[config.mk]
export PLATFORM = sky130hd
export DESIGN_NAME = alu_seq
export DESIGN_NICKNAME = d
export VERILOG_FILES = /design/src/rtl/alu_seq.sv
export SDC_FILE = /design/constraint.sdc
export NUM_CORES = 1
export LEC_CHECK = 0
export BUFFER_PORTS_ARGS = -buffer_cell sky130_fd_sc_hd__buf_2
export CAP_MARGIN = 20
export CORE_MARGIN = 4
export CORE_UTILIZATION = 51
export DETAILED_ROUTE_END_ITERATION = 10
export GPL_ROUTABILITY_DRIVEN = 0
export HOLD_SLACK_MARGIN = 0.1
export PLACE_DENSITY = 0.79
export SKIP_LAST_GASP = 1
export SLEW_MARGIN = 40
export SYNTH_ARGS = -nofsm -noshare
export SYNTH_HDL_FRONTEND = slang
export SYNTH_SLANG_ARGS = --single-unit
export TNS_END_PERCENT = 1
[constraint.sdc]
create_clock -name clk -period 1.8 [get_ports clk]
set_clock_uncertainty 0.2 [all_clocks]
set_input_delay 0.27 -clock clk [delete_from_list [all_inputs] [get_ports clk]]
set_output_delay 0.27 -clock clk [all_outputs]
set_load 0.03 [all_outputs]
[src/rtl/alu_seq.sv]
// alu_seq -- registered, valid/ready ALU with carry/overflow/zero flags and an
// optional iterative shift-add multiplier.
//
// Build option: define ALU_MUL_EN to compile in the multi-cycle multiplier
// (MUL state, step counter, accumulator). Without it MUL is a 1-edge op that
// returns 0 with zero=1 and busy is tied low.
//
// Ports:
//   clk       in   rising-edge clock
//   rst_n     in   asynchronous active-low reset
//   in_valid  in   operands/op presented
//   in_ready  out  operation accepted this cycle if in_valid (combinational)
//   a, b      in   WIDTH-bit operands
//   op        in   4-bit operation code (OP_* below)
//   out_valid out  output registers hold an unconsumed result
//   out_ready in   consumer takes the result this cycle
//   out       out  WIDTH-bit result
//   flag      out  BEQ taken (a == b)
//   zero      out  result is zero
//   carry     out  ADD/SW/LW carry-out or SUB borrow
//   ovf       out  signed overflow for ADD/SUB
//   busy      out  multiply in progress
module alu_seq #(
  parameter int WIDTH = 16
) (
  input  logic             clk,
  input  logic             rst_n,
  input  logic             in_valid,
  output logic             in_ready,
  input  logic [WIDTH-1:0] a,
  input  logic [WIDTH-1:0] b,
  input  logic [3:0]       op,
  output logic             out_valid,
  input  logic             out_ready,
  output logic [WIDTH-1:0] out,
  output logic             flag,
  output logic             zero,
  output logic             carry,
  output logic             ovf,
  output logic             busy
);

  localparam logic [3:0] OP_ADD = 4'd0;
  localparam logic [3:0] OP_SUB = 4'd1;
  localparam logic [3:0] OP_AND = 4'd2;
  localparam logic [3:0] OP_XOR = 4'd3;
  localparam logic [3:0] OP_SLL = 4'd4;
  localparam logic [3:0] OP_SRL = 4'd5;
  localparam logic [3:0] OP_COM = 4'd6;
  localparam logic [3:0] OP_MUL = 4'd7;
  localparam logic [3:0] OP_SW  = 4'd8;
  localparam logic [3:0] OP_LW  = 4'd9;
  localparam logic [3:0] OP_BEQ = 4'd10;

  logic [WIDTH-1:0] out_q;
  logic             out_valid_q, flag_q, zero_q, carry_q, ovf_q;

  // Extra MSB captures carry-out of the add and borrow of the subtract.
  logic [WIDTH:0] sum, diff;
  assign sum  = {1'b0, a} + {1'b0, b};
  assign diff = {1'b0, a} - {1'b0, b};

  logic [WIDTH-1:0] res_d;
  logic             flag_d, zero_d, carry_d, ovf_d, known_op;

  always_comb begin
    res_d    = '0;
    flag_d   = 1'b0;
    carry_d  = 1'b0;
    ovf_d    = 1'b0;
    known_op = 1'b1;
    case (op)
      OP_ADD, OP_SW, OP_LW: begin
        res_d   = sum[WIDTH-1:0];
        carry_d = sum[WIDTH];
        ovf_d   = (a[WIDTH-1] == b[WIDTH-1]) && (sum[WIDTH-1] != a[WIDTH-1]);
      end
      OP_SUB: begin
        res_d   = diff[WIDTH-1:0];
        carry_d = diff[WIDTH];
        ovf_d   = (a[WIDTH-1] != b[WIDTH-1]) && (diff[WIDTH-1] != a[WIDTH-1]);
      end
      OP_AND: res_d = a & b;
      OP_XOR: res_d = a ^ b;
      // Shift amount is the full unsigned b, so b >= WIDTH yields 0.
      OP_SLL: res_d = a << b;
      OP_SRL: res_d = a >> b;
      OP_COM: res_d = {{(WIDTH-1){1'b0}}, (a <= b)};
      OP_BEQ: flag_d = (a == b);
      OP_MUL: res_d = '0;  // only reaches the outputs when the multiplier is not built
      default: known_op = 1'b0;
    endcase
    // Unknown codes report every flag low, including zero.
    zero_d = known_op && (res_d == '0);
  end

  logic accept, load_alu;
  assign accept = in_valid && in_ready;

`ifdef ALU_MUL_EN
  localparam int CW = $clog2(WIDTH + 1);

  typedef enum logic {S_IDLE, S_MUL} state_t;
  state_t           state_q;
  logic [CW-1:0]    cnt_q;
  logic [WIDTH-1:0] mcand_q, mplier_q, acc_q, acc_d;
  logic             mul_start, mul_last;

  assign in_ready  = (state_q == S_IDLE) && (!out_valid_q || out_ready);
  assign busy      = (state_q == S_MUL);
  assign mul_start = accept && (op == OP_MUL);
  assign load_alu  = accept && (op != OP_MUL);
  // Only the low WIDTH product bits are kept, so the accumulator stays WIDTH wide.
  assign acc_d     = acc_q + (mplier_q[0] ? mcand_q : '0);
  assign mul_last  = (state_q == S_MUL) && (cnt_q == CW'(WIDTH - 1));
`else
  assign in_ready = !out_valid_q || out_ready;
  assign busy     = 1'b0;
  assign load_alu = accept;
`endif

  always_ff @(posedge clk or negedge rst_n) begin
    if (!rst_n) begin
      out_q       <= '0;
      out_valid_q <= 1'b0;
      flag_q      <= 1'b0;
      zero_q      <= 1'b0;
      carry_q     <= 1'b0;
      ovf_q       <= 1'b0;
`ifdef ALU_MUL_EN
      state_q     <= S_IDLE;
      cnt_q       <= '0;
      mcand_q     <= '0;
      mplier_q    <= '0;
      acc_q       <= '0;
`endif
    end else begin
      if (load_alu) begin
        out_q       <= res_d;
        flag_q      <= flag_d;
        zero_q      <= zero_d;
        carry_q     <= carry_d;
        ovf_q       <= ovf_d;
        out_valid_q <= 1'b1;
      end
`ifdef ALU_MUL_EN
      else if (mul_last) begin
        out_q       <= acc_d;
        flag_q      <= 1'b0;
        zero_q      <= (acc_d == '0);
        carry_q     <= 1'b0;
        ovf_q       <= 1'b0;
        out_valid_q <= 1'b1;
      end
`endif
      else if (out_ready) begin
        out_valid_q <= 1'b0;
      end

`ifdef ALU_MUL_EN
      case (state_q)
        S_IDLE: begin
          if (mul_start) begin
            mcand_q  <= a;
            mplier_q <= b;
            acc_q    <= '0;
            cnt_q    <= '0;
            state_q  <= S_MUL;
          end
        end
        S_MUL: begin
          acc_q    <= acc_d;
          mcand_q  <= mcand_q << 1;
          mplier_q <= mplier_q >> 1;
          cnt_q    <= cnt_q + 1'b1;
          if (mul_last) state_q <= S_IDLE;
        end
        default: state_q <= S_IDLE;
      endcase
`endif
    end
  end

  assign out       = out_q;
  assign out_valid = out_valid_q;
  assign flag      = flag_q;
  assign zero      = zero_q;
  assign carry     = carry_q;
  assign ovf       = ovf_q;

endmodule

==> impl_metrics.csv <==
group,metric,value,unit
sta,timing.final.max_slew_violations,0,
worst_setup_path,arrival,2.87,ns
sta,relSlewSlack,0.579,
clocking,clock_sinks,21,
detailed_routing,viasPerCell,6.91,
grt,antenna_found_initial,0,
die,io_pins,63,
final_layout,postLayoutCoreUtil,0.779,
detailed_routing,drc,0,
placement,dpl.cell_count,984,
placement,port_buffers,61,
final_layout,diodes,0,
sta,rsz0062_at_grt,"true",
sta,fmax,346,MHz
final_layout,instances_no_fill,1001,
grt,first_global_vias,6408,
sta,final.setup.tns,-17.80,ns
final_layout,area.sequential,526,µm²
detailed_routing,routedWlPerCell,22.8,µm
final_layout,drive_above_1_share,0.439,
die,core,9240,µm²
hold_path,hold_start,"out_ready",
job,maxCapViolCount,0,
pwr,ir_worst_vdd,0.345,mV
worst_setup_path,path_class,"primary input to flip-flop",
synth,yosysWarningCount,0,
clocking,cts_buffers,3,
clocking,cts_tree,"done",
detailed_routing,vias,6913,
synth,synthFlopType,"dfrtp_1",
worst_setup_path,worstPathMaxFanout,26,
grt,overflow,0,
sta,min_period,2.89,ns
hold_path,hold_class,"primary input to flip-flop",
worst_setup_path,end_kind,"flip-flop",
worst_setup_path,rr_endpoint,"zero",
die,die_y,105,µm
status,violations,"negative setup slack",
synth,synth.distinct_cells,84,
synth,async_reset_ff_frac,1.00,
synth,netlist_instances,638,
final_layout,area_growth,48.8,%
sta,hold_viol,0,
clocking,h-tree-depth,1,
placement,preCtsSetupSlack,-1.47,ns
pwr,power,0.00317,W
worst_setup_path,timing.rr.start,"out_valid",
clocking,clockBufferDepth,2,
grt,grt.total_usage,0.372,
die,rows,35,
die,dieArea,11100,µm²
final_layout,fillers,568,
worst_setup_path,crit_required,1.77,ns
pwr,power.leakage,3.30,nW
synth,syn_area,4840,µm²
detailed_routing,antenna_left,0,
synth,syn_avg_cell_area,7.58,µm²
clocking,clkTransAtPathRegs,0.07,ns
sta,post-route-period-util,1.61,
grt,grt_pass1_wl,33000,µm
die,start_util,0.524,
worst_setup_path,ff2ff_path_depth,8,
final_layout,final_nets,947,
placement,place_hpwl,15700,µm
synth,synth_edf_count,0,
sta,worst_pin_slew,0.624,ns
synth,synth-seq-cells,21,
status,status,"finished with violations",
worst_setup_path,cp-start-kind,"primary input",
hold_path,holdPathEnd,"out_valid",
die,die_w,105,µm
final_layout,multi_input_area,4330,µm²
sta,setup_viol,20,
detailed_routing,totalWireLength,22800,µm
worst_setup_path,reg2reg_slack,-0.09,ns
clocking,clkLatencyLatePin,0.26,ns
grt,grt_start_max_net_pins,28,
detailed_routing,first_iter_violations,1309,
synth,ys_seq_area_frac,0.109,
pwr,p_per_area,441,nW/µm²
detailed_routing,dr.pass1.iters,7,
clocking,clockRootBuffer,"clkbuf_8",
synth,syn-num-nets,712,
sta,layout_setup_ws,-1.09,ns
hold_path,hold_path_depth,4,
[critical path, stage by stage]
cell	delay, ns
buf_8	0.10
buf_6	0.22
mux4_2	0.59
mux2i_2	0.30
buf_4	0.17
nand2_1	0.05
o211ai_1	0.11
a221o_1	0.30
nand4_1	0.27
nor2_2	0.17
nand4_1	0.11
o31ai_2	0.18
[stage by stage]
step | area [µm²] | hold slack (ns)
global placement | 6650 | 0.0281
global route | 7200 | 0.220
CTS | 7030 | 0.192
detailed placement | 6650 | 0.0371
finish | 7200 | 0.234
floorplan | 4930 | -0.226
[cell families after synthesis]
logic type / after synthesis / share of synthesized area
AND/OR/NAND/NOR: 242 / 0.258
flip-flops: 21 / 0.109
other: 1 / 0.000775
XOR/XNOR: 12 / 0.0217
AO/OA/AOI/OAI: 195 / 0.282
buffers and inverters: 82 / 0.0827
multiplexers: 51 / 0.156
adder cells (fa/ha/maj): 34 / 0.0910
[state kept, by name (all words and copies together), names as in the netlist]
| name | cells |
|---|---|
| carry | 1 |
| zero | 1 |
| flag | 1 |
| out | 16 |
| out_valid | 1 |
| ovf | 1 |
[Yosys cell counts, types with 3 or more instances]
| cell | number | area, µm² |
|---|---|---|
| nand2_1 | 77 | 289 |
| nor2_1 | 49 | 184 |
| a21oi_1 | 44 | 220 |
| o21ai_0 | 33 | 165 |
| ha_1 | 32 | 400 |
| inv_1 | 30 | 113 |
| dfrtp_1 | 21 | 526 |
| buf_2 | 19 | 95.1 |
| mux2i_1 | 19 | 190 |
| nor3_1 | 19 | 95.1 |
| clkbuf_1 | 18 | 67.6 |
| nand3_1 | 15 | 75.1 |
| mux2_2 | 13 | 146 |
| nand2b_1 | 13 | 81.3 |
| a221oi_1 | 12 | 105 |
| mux4_2 | 12 | 270 |
| nor2b_1 | 12 | 75.1 |
| o31ai_1 | 12 | 90.1 |
| a211oi_1 | 11 | 82.6 |
| xnor2_1 | 11 | 96.3 |
| nand4_1 | 10 | 62.6 |
| a31oi_1 | 9 | 56.3 |
| o211ai_1 | 8 | 60.1 |
| a21o_1 | 7 | 52.6 |
| and2_1 | 7 | 43.8 |
| buf_4 | 7 | 52.6 |
| and3_1 | 6 | 37.5 |
| nor4_1 | 6 | 37.5 |
| a221o_1 | 5 | 50.1 |
| a22oi_1 | 5 | 37.5 |
| o221ai_1 | 5 | 43.8 |
| and4_1 | 4 | 35.0 |
| buf_6 | 4 | 45.0 |
| mux4_1 | 4 | 105 |
| o22ai_1 | 4 | 25.0 |
| or3_1 | 4 | 25.0 |
| a211o_1 | 3 | 26.3 |
| nor3b_1 | 3 | 22.5 |
| o21ai_1 | 3 | 15.0 |
| o21bai_1 | 3 | 22.5 |
[cell usage in the layout, fill, tap and decap left out, drive strengths merged, types with 6 or more instances in the layout]
cell,count
nor2b,12
inv,32
mux2,16
o21ai,36
a211oi,13
and2,8
nand2,77
o211ai,8
nor2,50
a221oi,14
nand3,15
o31ai,13
clkbuf,6
mux4,16
nand2b,13
a31oi,9
dfrtp,21
and3,6
nor3,19
nand4,10
a21oi,45
ha,32
mux2i,19
a21o,7
nor4,10
buf,276
xnor2,11
[where the power goes]
group | leakage, nW | total (W) | internal, W | switching (W)
Combinational | 3.01 | 0.00230 | 0.00102 | 0.00128
Sequential | 0.268 | 0.000574 | 0.000539 | 0.0000352
Clock | 0.0228 | 0.000297 | 0.000158 | 0.000139
[per-layer routing]
layer,share of wire,routed length (µm),track usage
met1,0.34,7800,0.453
met2,0.43,9750,0.592
met3,0.13,2910,0.0631
met4,0.10,2380,0.262
met5,0,0,0
[repair_timing]
item | in CTS | in global routing
hold buffers | 2 | 0
hold endpoints to repair | 22 | 0
pin swaps | 31 | 21
endpoints found under the setup margin | 20 | 20
buffers inserted | 7 | 4
gates cloned | 0 | 0
resized for setup | 50 | 30
[cell type report]
cell class / instances / area share
multi-input combinational: 535 / 0.602
timing repair buffer: 280 / 0.279
tap: 129 / 0.0224
inverter: 32 / 0.0174
sequential: 21 / 0.0730
clock buffer: 4 / 0.00626
[worst max path at each step]
stage           from  slack, ns  cells after the start  endpoint
6_report        b[0]      -1.09                     12      zero
5_1_grt        a[10]      -1.18                     11      zero
4_1_cts         b[0]      -0.88                     12      zero
3_5_place_dp    a[3]      -1.47                     12      zero
3_3_place_gp    a[0]      -1.30                     13      zero
2_1_floorplan   b[1]      -1.10                     14      zero
Note: power is estimated with default switching activity, not from simulation.
